## src/rtl/alu_seq.sv

```systemverilog
// alu_seq: registered multi-cycle ALU for the MIPS datapath.
// Logic/arith/shift ops retire one clock after an accepted start; MUL (shift-add)
// and DIV (restoring) iterate for WIDTH clocks while busy is high.
// Optional feature macro: ALU_SEQ_REM_EN adds the alu_rem port and opcode 1111 (REM).
`timescale 1ns/1ps

module alu_seq #(
  parameter  int WIDTH = 32,
  localparam int SHW   = $clog2(WIDTH)
) (
  input  logic             clk,
  input  logic             rst,
  input  logic             start,
  input  logic [3:0]       alu_ctrl,
  input  logic [WIDTH-1:0] operand_1,
  input  logic [WIDTH-1:0] operand_2,
  input  logic [SHW-1:0]   shamnt,
  output logic             busy,
  output logic             done,
  output logic [WIDTH-1:0] alu_result,
`ifdef ALU_SEQ_REM_EN
  output logic [WIDTH-1:0] alu_rem,
`endif
  output logic [7:0]       alu_status
);

  localparam logic [3:0] OP_AND = 4'b0000;
  localparam logic [3:0] OP_OR  = 4'b0001;
  localparam logic [3:0] OP_ADD = 4'b0010;
  localparam logic [3:0] OP_SUB = 4'b0110;
  localparam logic [3:0] OP_SLT = 4'b0111;
  localparam logic [3:0] OP_MUL = 4'b1000;
  localparam logic [3:0] OP_DIV = 4'b1001;
  localparam logic [3:0] OP_XOR = 4'b1010;
  localparam logic [3:0] OP_SLL = 4'b1011;
  localparam logic [3:0] OP_NOR = 4'b1100;
  localparam logic [3:0] OP_SRL = 4'b1101;
  localparam logic [3:0] OP_SRA = 4'b1110;
`ifdef ALU_SEQ_REM_EN
  localparam logic [3:0] OP_REM = 4'b1111;
`endif

  // Counter must reach WIDTH for REM's extra retire cycle.
  localparam int CW = $clog2(WIDTH + 1);

  typedef enum logic {IDLE, ITER} state_t;

  state_t           state;
  logic [CW-1:0]    cnt;
  logic [3:0]       op_q;
  logic [WIDTH-1:0] opnd_q;   // multiplicand (MUL) or divisor (DIV/REM)
  logic [WIDTH-1:0] acc_hi;   // product high half / partial remainder
  logic [WIDTH-1:0] acc_lo;   // multiplier shifting out / quotient shifting in

  // Single-cycle datapath, driven straight from the inputs sampled at the accepting edge.
  logic [WIDTH:0]   add_w, sub_w;
  logic [WIDTH-1:0] res_c;
  logic             ovf_c, carry_c, div0_c;
`ifdef ALU_SEQ_REM_EN
  logic [WIDTH-1:0] rem_c;
`endif

  assign add_w = {1'b0, operand_1} + {1'b0, operand_2};
  assign sub_w = {1'b0, operand_1} - {1'b0, operand_2};

  // Result and flag sources for ops that retire in one clock.
  always_comb begin
    // NOTE: every output of a combinational block gets a default first, so no path infers a latch.
    res_c   = '0;
    ovf_c   = 1'b0;
    carry_c = 1'b0;
    div0_c  = 1'b0;
`ifdef ALU_SEQ_REM_EN
    rem_c   = '0;
`endif
    case (alu_ctrl)
      OP_ADD: begin
        res_c   = add_w[WIDTH-1:0];
        carry_c = add_w[WIDTH];
        ovf_c   = (operand_1[WIDTH-1] == operand_2[WIDTH-1]) &&
                  (add_w[WIDTH-1] != operand_1[WIDTH-1]);
      end
      OP_SUB: begin
        res_c   = sub_w[WIDTH-1:0];
        carry_c = sub_w[WIDTH];
        ovf_c   = (operand_1[WIDTH-1] != operand_2[WIDTH-1]) &&
                  (sub_w[WIDTH-1] != operand_1[WIDTH-1]);
      end
      OP_AND: res_c = operand_1 & operand_2;
      OP_OR:  res_c = operand_1 | operand_2;
      OP_XOR: res_c = operand_1 ^ operand_2;
      OP_NOR: res_c = ~(operand_1 | operand_2);
      OP_SLT: res_c = {{(WIDTH-1){1'b0}}, $signed(operand_1) < $signed(operand_2)};
      OP_SLL: res_c = operand_1 << shamnt;
      OP_SRL: res_c = operand_1 >> shamnt;
      OP_SRA: res_c = $unsigned($signed(operand_1) >>> shamnt);
      // MUL/DIV only retire here when B is zero; otherwise they iterate.
      OP_MUL: res_c = '0;
      OP_DIV: begin
        res_c  = '1;
        div0_c = 1'b1;
`ifdef ALU_SEQ_REM_EN
        rem_c  = operand_1;
`endif
      end
`ifdef ALU_SEQ_REM_EN
      OP_REM: begin
        res_c  = operand_1;
        div0_c = 1'b1;
        rem_c  = operand_1;
      end
`endif
      default: res_c = '0;
    endcase
  end

  // Ops that enter the iterative datapath.
  logic is_iter_op, iter_start, is_rem_q, last;
`ifdef ALU_SEQ_REM_EN
  assign is_iter_op = (alu_ctrl == OP_MUL) || (alu_ctrl == OP_DIV) || (alu_ctrl == OP_REM);
  assign is_rem_q   = (op_q == OP_REM);
`else
  assign is_iter_op = (alu_ctrl == OP_MUL) || (alu_ctrl == OP_DIV);
  assign is_rem_q   = 1'b0;
`endif
  assign iter_start = is_iter_op && (operand_2 != '0);
  assign last       = is_rem_q ? (cnt == CW'(WIDTH)) : (cnt == CW'(WIDTH - 1));

  // One shift-add or restoring-divide step; the final step feeds the result directly.
  logic [WIDTH:0]   mul_sum, div_shift, div_diff;
  logic [WIDTH-1:0] nxt_hi, nxt_lo, it_res;
  logic             it_ovf;
`ifdef ALU_SEQ_REM_EN
  logic [WIDTH-1:0] it_rem;
`endif

  // Next accumulator values and the retire values of the iterative op.
  always_comb begin
    mul_sum   = {1'b0, acc_hi} + (acc_lo[0] ? {1'b0, opnd_q} : '0);
    div_shift = {acc_hi, acc_lo[WIDTH-1]};
    div_diff  = div_shift - {1'b0, opnd_q};
    nxt_hi    = acc_hi;
    nxt_lo    = acc_lo;
    it_res    = '0;
    it_ovf    = 1'b0;
`ifdef ALU_SEQ_REM_EN
    it_rem    = '0;
`endif
    if (op_q == OP_MUL) begin
      nxt_hi = mul_sum[WIDTH:1];
      nxt_lo = {mul_sum[0], acc_lo[WIDTH-1:1]};
      it_res = nxt_lo;
      it_ovf = (nxt_hi != '0);
    end else begin
      if (!div_diff[WIDTH]) begin
        nxt_hi = div_diff[WIDTH-1:0];
        nxt_lo = {acc_lo[WIDTH-2:0], 1'b1};
      end else begin
        nxt_hi = div_shift[WIDTH-1:0];
        nxt_lo = {acc_lo[WIDTH-2:0], 1'b0};
      end
      // REM retires one clock after the last step, from the stored remainder.
      it_res = is_rem_q ? acc_hi : nxt_lo;
`ifdef ALU_SEQ_REM_EN
      it_rem = is_rem_q ? acc_hi : nxt_hi;
`endif
    end
  end

  function automatic logic [7:0] mk_status(input logic [WIDTH-1:0] r,
                                           input logic ovf, input logic carry,
                                           input logic div0);
    return {(r == '0), ovf, carry, r[WIDTH-1], r[0], div0, 2'b00};
  endfunction

  // Control FSM, operand latching and registered result/status.
  always_ff @(posedge clk or posedge rst) begin
    if (rst) begin
      state      <= IDLE;
      cnt        <= '0;
      op_q       <= '0;
      opnd_q     <= '0;
      acc_hi     <= '0;
      acc_lo     <= '0;
      busy       <= 1'b0;
      done       <= 1'b0;
      alu_result <= '0;
      alu_status <= '0;
`ifdef ALU_SEQ_REM_EN
      alu_rem    <= '0;
`endif
    end else begin
      // NOTE: non-blocking assignments so every register samples pre-edge values.
      done <= 1'b0;
      case (state)
        IDLE: begin
          if (start) begin
            if (iter_start) begin
              state  <= ITER;
              busy   <= 1'b1;
              cnt    <= '0;
              op_q   <= alu_ctrl;
              acc_hi <= '0;
              if (alu_ctrl == OP_MUL) begin
                acc_lo <= operand_2;
                opnd_q <= operand_1;
              end else begin
                acc_lo <= operand_1;
                opnd_q <= operand_2;
              end
            end else begin
              done       <= 1'b1;
              alu_result <= res_c;
              alu_status <= mk_status(res_c, ovf_c, carry_c, div0_c);
`ifdef ALU_SEQ_REM_EN
              alu_rem    <= rem_c;
`endif
            end
          end
        end
        ITER: begin
          if (last) begin
            state      <= IDLE;
            busy       <= 1'b0;
            done       <= 1'b1;
            alu_result <= it_res;
            alu_status <= mk_status(it_res, it_ovf, 1'b0, 1'b0);
`ifdef ALU_SEQ_REM_EN
            alu_rem    <= it_rem;
`endif
          end else begin
            acc_hi <= nxt_hi;
            acc_lo <= nxt_lo;
            cnt    <= cnt + 1'b1;
          end
        end
        default: state <= IDLE;
      endcase
    end
  end

endmodule

```

## config.mk

```make
export PLATFORM = sky130hd
export DESIGN_NAME = alu_seq
export DESIGN_NICKNAME = d
export VERILOG_FILES = /design/src/rtl/alu_seq.sv
export SDC_FILE = /design/constraint.sdc
export NUM_CORES = 1
export LEC_CHECK = 0
export CAP_MARGIN = 10
export CELL_PAD_IN_SITES_DETAIL_PLACEMENT = 1
export CELL_PAD_IN_SITES_GLOBAL_PLACEMENT = 1
export CORE_MARGIN = 10
export CORE_UTILIZATION = 47
export DETAILED_ROUTE_END_ITERATION = 16
export GPL_ROUTABILITY_DRIVEN = 0
export HOLD_SLACK_MARGIN = 0.05
export PLACE_DENSITY_LB_ADDON = 0.1
export SLEW_MARGIN = 20
export SYNTH_ARGS = -nofsm -noshare
export SYNTH_HDL_FRONTEND = slang
export SYNTH_SLANG_ARGS = --single-unit
```

## constraint.sdc

```tcl
create_clock -name clk -period 6.4 [get_ports clk]
set_input_delay 1.28 -clock clk [delete_from_list [all_inputs] [get_ports clk]]
set_output_delay 1.28 -clock clk [all_outputs]
set_load 0.03 [all_outputs]
```

# Yosys cells after proc, flatten, opt, wreduce, memory -nomap -nowiden
# Index checks and enable logic that the tools add are counted.
totals:
  in_bits: 76
  reg_bits: 149
  out_inout_bits: 42
classes:
  n_eq_ne: 22
  n_reduce_logical: 13
  n_mux: 44
  shifts: 3
  magnitude_cmp: 1
  n_addsub: 5
  bitwise: 5
op_table:
  columns: ["operator", "count"]
  rows:
  - ["32-bit 2-to-1 mux", 15]
  - ["32-bit case mux with 11 select lines", 1]
  - ["32-bit case mux with 2 select lines", 3]
  - ["32-bit by 32-bit adder with 33-bit output", 2]
  - ["32-bit zero test", 2]
  - ["32-bit nonzero test", 2]
  - ["32-bit by 32-bit subtractor with 33-bit output", 1]
  - ["33-bit by 32-bit subtractor with 33-bit output", 1]
  - ["32-bit bitwise AND", 1]
  - ["4-bit equality test (second input constant)", 8]
  - ["32-bit < comparator", 1]
  - ["32-bit inverter", 1]
  - ["32-bit OR", 1]
  - ["32-bit by 5-bit << shifter with 32-bit output", 1]
  - ["32-bit by 5-bit right shift with 32-bit output", 1]
  - ["32-bit by 5-bit >>> shifter with 32-bit output", 1]
  - ["32-bit bitwise XOR", 1]
  - ["8-bit 2-to-1 mux", 3]
  - ["6-bit 2-to-1 mux", 3]
  - ["8-bit case mux with 2 select lines", 1]
  - ["1-bit 2-to-1 mux", 12]
  - ["6-bit case mux with 2 select lines", 1]
  - ["3-bit AND reduction", 4]
  - ["1-bit case mux with 2 select lines", 5]
  - ["13 further kinds", 21]

# Longest topological paths before layout
# Gate-level depths: netlist of run 1.
depth:
  depth_word: 7
  mapped_depth: 17

# Least setup slack after synthesis of run 1
# OpenSTA, ideal clock, no wires.
synth_path:
  kind: "input to register"
  startpoint: "in operand_1[3]"
  endpoint: "reg alu_result[25]"
  path_stages: 16
  path_slack_ns: 1.823
  setup_time_ns: 0.122
  t_required_ns: 6.278
  arrival_time_ns: 4.456
  cell_sequence: "clkbuf_1 -> inv_1 -> ha_1 -> clkbuf_1 -> inv_1 -> o311a_1 -> o31a_1 -> a211oi_1 -> o21ai_1 -> a2111oi_1 -> o41ai_1 -> a211oi_1 -> nor2_1 -> a311oi_1 -> nor2b_1 -> o21ai_1"
synth_between:
  elab_chain_cells: 5
  word_cells_on_any_way: 9
  cone_classes: "add/sub (2); shift (3); mux (4)"
synth_lines:
  columns: ["element", "line_no", "text"]
  rows:
  - ["start: declaration", "15", "input logic [WIDTH-1:0] operand_1,"]
  - ["32-bit by 32-bit subtractor with 33-bit output, or another cell as far along", "64", "assign sub_w = {1'b0, operand_1} - {1'b0, operand_2};"]
  - ["32-bit case mux with 11 select lines (*)", "76", "case (alu_ctrl)"]
  - ["32-bit 2-to-1 mux (*)", "198", "if (iter_start) begin"]
  - ["32-bit 2-to-1 mux (*)", "197", "if (start) begin"]
  - ["32-bit case mux with 2 select lines (*)", "195", "case (state)"]
  - ["end signal: assignment", "213", "alu_result <= res_c;"]
  - ["end signal: assignment", "226", "alu_result <= it_res;"]
  - ["end: declaration", "20", "output logic [WIDTH-1:0] alu_result,"]
# Mark *: on every way between the ends. The rest lies on a longest branch, timed or not. The select of a mux whose other input is x is not followed.
# A chain may end at the register's enable or synchronous reset.

# Worst setup path in the final report of run 1
layout_path:
  startpoint: "in operand_2[1]"
  endpoint: "reg alu_result[25]"
layout_between:
  elab_chain_cells: 5
  word_cells_on_any_way: 10
  cone_classes: "add/sub (2); eq/ne (1); mux (4); reduce/logical (3)"
layout_lines:
  columns: ["element", "line_no", "text"]
  rows:
  - ["start: declaration", "16", "input logic [WIDTH-1:0] operand_2,"]
  - ["32-bit by 32-bit subtractor with 33-bit output / 32-bit by 32-bit adder with 33-bit output (equally long branches)", "64, 63", null]
  - ["32-bit case mux with 11 select lines", "76", null]
  - ["32-bit 2-to-1 mux", "198", null]
  - ["32-bit 2-to-1 mux", "197", null]
  - ["32-bit case mux with 2 select lines", "195", null]
# Parallel ways exist; a longest one is shown, timed or not. The select of a mux whose other input is x is not followed.

==> impl_metrics.yaml, run 1 <==
outcome:
  outcome: "completed"
die:
  dieArea_mm2: 0.0556
  die_x_um: 236
  start_util_pct: 47.3
  rows: 79
  coreArea_mm2: 0.0463
  ios: 118
  die_h_um: 236
worst_setup_path:
  cp_slowest_cell: "a2111oi_1"
  cp_slowest_stage_delay_ns: 0.77
  crit_arrival_ns: 6.21
  crit_required_ns: 6.73
  crit_start: "operand_2[1]"
  worstSetupStartpointType: "input pin"
  critPathMaxFanout: 5
  path_cells: "clkdlybuf4s50_1 -> inv_1 -> ha_1 -> nor2_1 -> o311a_1 -> o31a_1 -> a211oi_1 -> o21ai_1 -> a2111oi_1 -> o41ai_1 -> a211oi_1 -> nor2_1 -> a311oi_1 -> nor2b_1 -> o21ai_1"
  worst_setup_path_end_kind: "register"
  r2r_start: "acc_lo[31]$_DFFE_PP0P_"
  critPathKind: "input pin to register"
clock_tree:
  cts.repair.resized: 0
  cts_buffer_depth: 2
  cts_hold_buf: 0
  cts_buffers: 17
  cts_tree: "yes"
  cts_root_buf: "clkbuf_16"
  clkTransAtPathRegs_ns: 0.06
  cts_setup_buffers: 0
  htree_levels: 4
  cts.sinks: 145
  clk_latency_ns: 0.45
global_routing:
  grt_antenna_before_repair: 6
  grt_pass1_wl_mm: 162
  grt_pass1_vias: 25400
  grtUsageTotal_pct: 37.4
  grt_overflow: 0
  grt_max_degree: 100
power_and_ir_drop:
  switching_power_mw: 5.55
  power.density_mw_per_mm2: 425
  p_total_mw: 10.4
  switching_share_pct: 53.6
  clkPwrFrac_pct: 10.7
  p_int_mw: 4.81
  p_comb_share_pct: 71.7
  leakage_nw: 10.4
  p_seq_share_pct: 17.6
  irDropWorstVdd_v: 0.000281
finish:
  area_growth_pct: 11.5
  drive_gt1_share_pct: 9.68
  nets: 3191
  final_util_pct: 52.8
  stdcell_count: 3563
  final_cell_mix: "279 x nand2_1, 279 x a21oi_1, 256 x nor2_1, 210 x o21ai_0, 168 x ha_1"
  fin_area_mm2: 0.0244
timing:
  whs_ns: 0.472
  tightest_slew_ns: 1.24
  finalWorstSetupSlack_ns: 0.521
  setup_viol: 0
  finalHoldViolCount: 0
  drv_slew: 0
  slew_headroom_pct: 15.5
  final.setup_skew_ns: 0.0140
  fin_crit_ns: 5.88
  final.period_utilization_pct: 91.9
  setup_tns_ns: 0
  max_freq_mhz: 170
  rsz0062_at_grt: "no"
hold_path:
  holdCritPathClass: "register to register"
  holdCritStartpoint: "alu_result[5]$_DFFE_PP0P_"
place:
  port_buffers: 115
  place_area_mm2: 0.0238
  hpwl_mm: 84.3
  place_inst: 3531
  dpl_worst_slack_ns: 0.348
logic_synthesis:
  synthCells: 2921
  synth.cell_area_mm2: 0.0219
  yosys_warnings: 0
  ys_ff_latch: 145
  ys_seq_area_share_pct: 16.6
  post_synth.cell_area_avg_um2: 7.49
  async_flop_share_pct: 100
  synth_cell_types: 103
  synth-edff-count: 0
  synthFlopType: "dfrtp_1"
detailed_routing:
  drc: 0
  wl_mm: 108
  antenna_left: 0
  drt_iter0_drc: 3535
  routedWlPerCell_um: 30.4
  dr_total_vias: 25300
  vias_per_cell: 7.09
  first_pass_iters: 5
job:
  cap_violations: 0
## cell families after synthesis
family / synth area share, %
AO/OA/AOI/OAI: 30.6
AND/OR/NAND/NOR: 20.8
buffers and inverters: 7.50
multiplexers: 11.9
adder cells (fa/ha/maj): 9.97
flip-flops: 16.6
XOR/XNOR: 2.68
other: 0.0171
## power groups by stage
stage | sequential, mW | clock (mW) | combinational (mW)
after floorplan | 1.88 | 0 | 4.81
after global placement | 1.80 | 0 | 6.92
after detailed placement | 1.82 | 0 | 7.17
after CTS | 1.81 | 1.11 | 7.28
after global routing | 1.88 | 1.15 | 8.04
final | 1.82 | 1.11 | 7.43
## layer usage
metal | up-vias | part of all wire (%) | wire (um) | global-route usage (%)
met5 | - | 0.019 | 21 | 0
met3 | 423 | 11 | 11500 | 8.18
li1 | 10900 | - | - | -
met4 | 4 | 7.4 | 8030 | 24.2
met2 | 1586 | 44 | 47500 | 58.0
met1 | 12400 | 38 | 41100 | 46.3
## cell usage after synthesis (14+ instances only)
| library cell | number | area [um^2] |
|---|---|---|
| o31ai_1 | 28 | 210 |
| a211oi_1 | 67 | 503 |
| xor2_1 | 24 | 210 |
| ha_1 | 168 | 2100 |
| mux2i_1 | 88 | 881 |
| a21oi_1 | 279 | 1400 |
| nor2b_1 | 33 | 206 |
| a22oi_1 | 21 | 158 |
| and3_1 | 21 | 131 |
| xnor2_1 | 41 | 359 |
| dfrtp_1 | 145 | 3630 |
| inv_1 | 165 | 619 |
| nor2_1 | 258 | 968 |
| a31oi_1 | 23 | 144 |
| o211ai_1 | 42 | 315 |
| o21a_1 | 24 | 180 |
| o21ai_1 | 14 | 70.1 |
| a21o_1 | 45 | 338 |
| buf_1 | 26 | 97.6 |
| o21ai_0 | 210 | 1050 |
| a221oi_1 | 29 | 254 |
| nand3_1 | 79 | 395 |
| and2_1 | 51 | 319 |
| o22ai_1 | 23 | 144 |
| clkbuf_1 | 155 | 582 |
| nand2b_1 | 43 | 269 |
| nor3_1 | 51 | 255 |
| o221ai_1 | 16 | 140 |
| o21bai_1 | 23 | 173 |
| mux4_2 | 63 | 1420 |
| nor4_1 | 34 | 213 |
| mux2_2 | 20 | 225 |
| nand4_1 | 23 | 144 |
| buf_2 | 38 | 190 |
| nand2_1 | 279 | 1050 |
## layout make-up
type | instances | area [um^2]
Sequential cell | 145 | 3630
Clock inverter | 11 | 178
Inverter | 168 | 636
Multi-Input combinational cell | 2377 | 16700
Clock buffer | 20 | 457
Timing Repair Buffer | 234 | 2060
Tap cell | 607 | 759
Antenna cell | 1 | 2.50
Fill cell | 5785 | 21900
## critical path: cells and delay by family
family,cells,cell delay [ns]
buffers and inverters,2,0.78
AND/OR/NAND/NOR,3,0.35
AO/OA/AOI/OAI,9,3.39
adder cells (fa/ha/maj),1,0.39
## flip-flops by register name, summed over array words and instances, names as in the netlist
name,cells
cnt,6
alu_status,5
acc_lo,32
done,1
state,1
alu_result,31
acc_hi,32
opnd_q,32
busy,1
op_q,4
## worst paths after layout
check                                              to  slack, ns  depth (start not counted)
setup / recovery           alu_result[25]$_DFFE_PP0P_       0.52                         15
min in group asynchronous       opnd_q[2]$_DFFE_PP0P_       1.40                          2
hold / removal              alu_result[5]$_DFFE_PP0P_       0.47                          2
setup reg to reg            alu_result[0]$_DFFE_PP0P_       1.60                         16
max in group asynchronous  alu_result[28]$_DFFE_PP0P_       3.74                          3
hold reg to reg             alu_result[5]$_DFFE_PP0P_       0.47                          2
(Power assumes the default switching activity.)
==> run 2: changes to the inputs <==
==> constraint.sdc (replaced) <==
create_clock -name clk -period 6.4 [get_ports clk]
set_input_delay 1.28 -clock clk [delete_from_list [all_inputs] [get_ports clk]]
set_output_delay 1.28 -clock clk [all_outputs]
set_load 0.005 [all_outputs]
==> results of run 2 <==
The final DEF is identical to that of run 1. Status: completed.
Among the figures that moved: total power 10.4 mW -> 10.1 mW
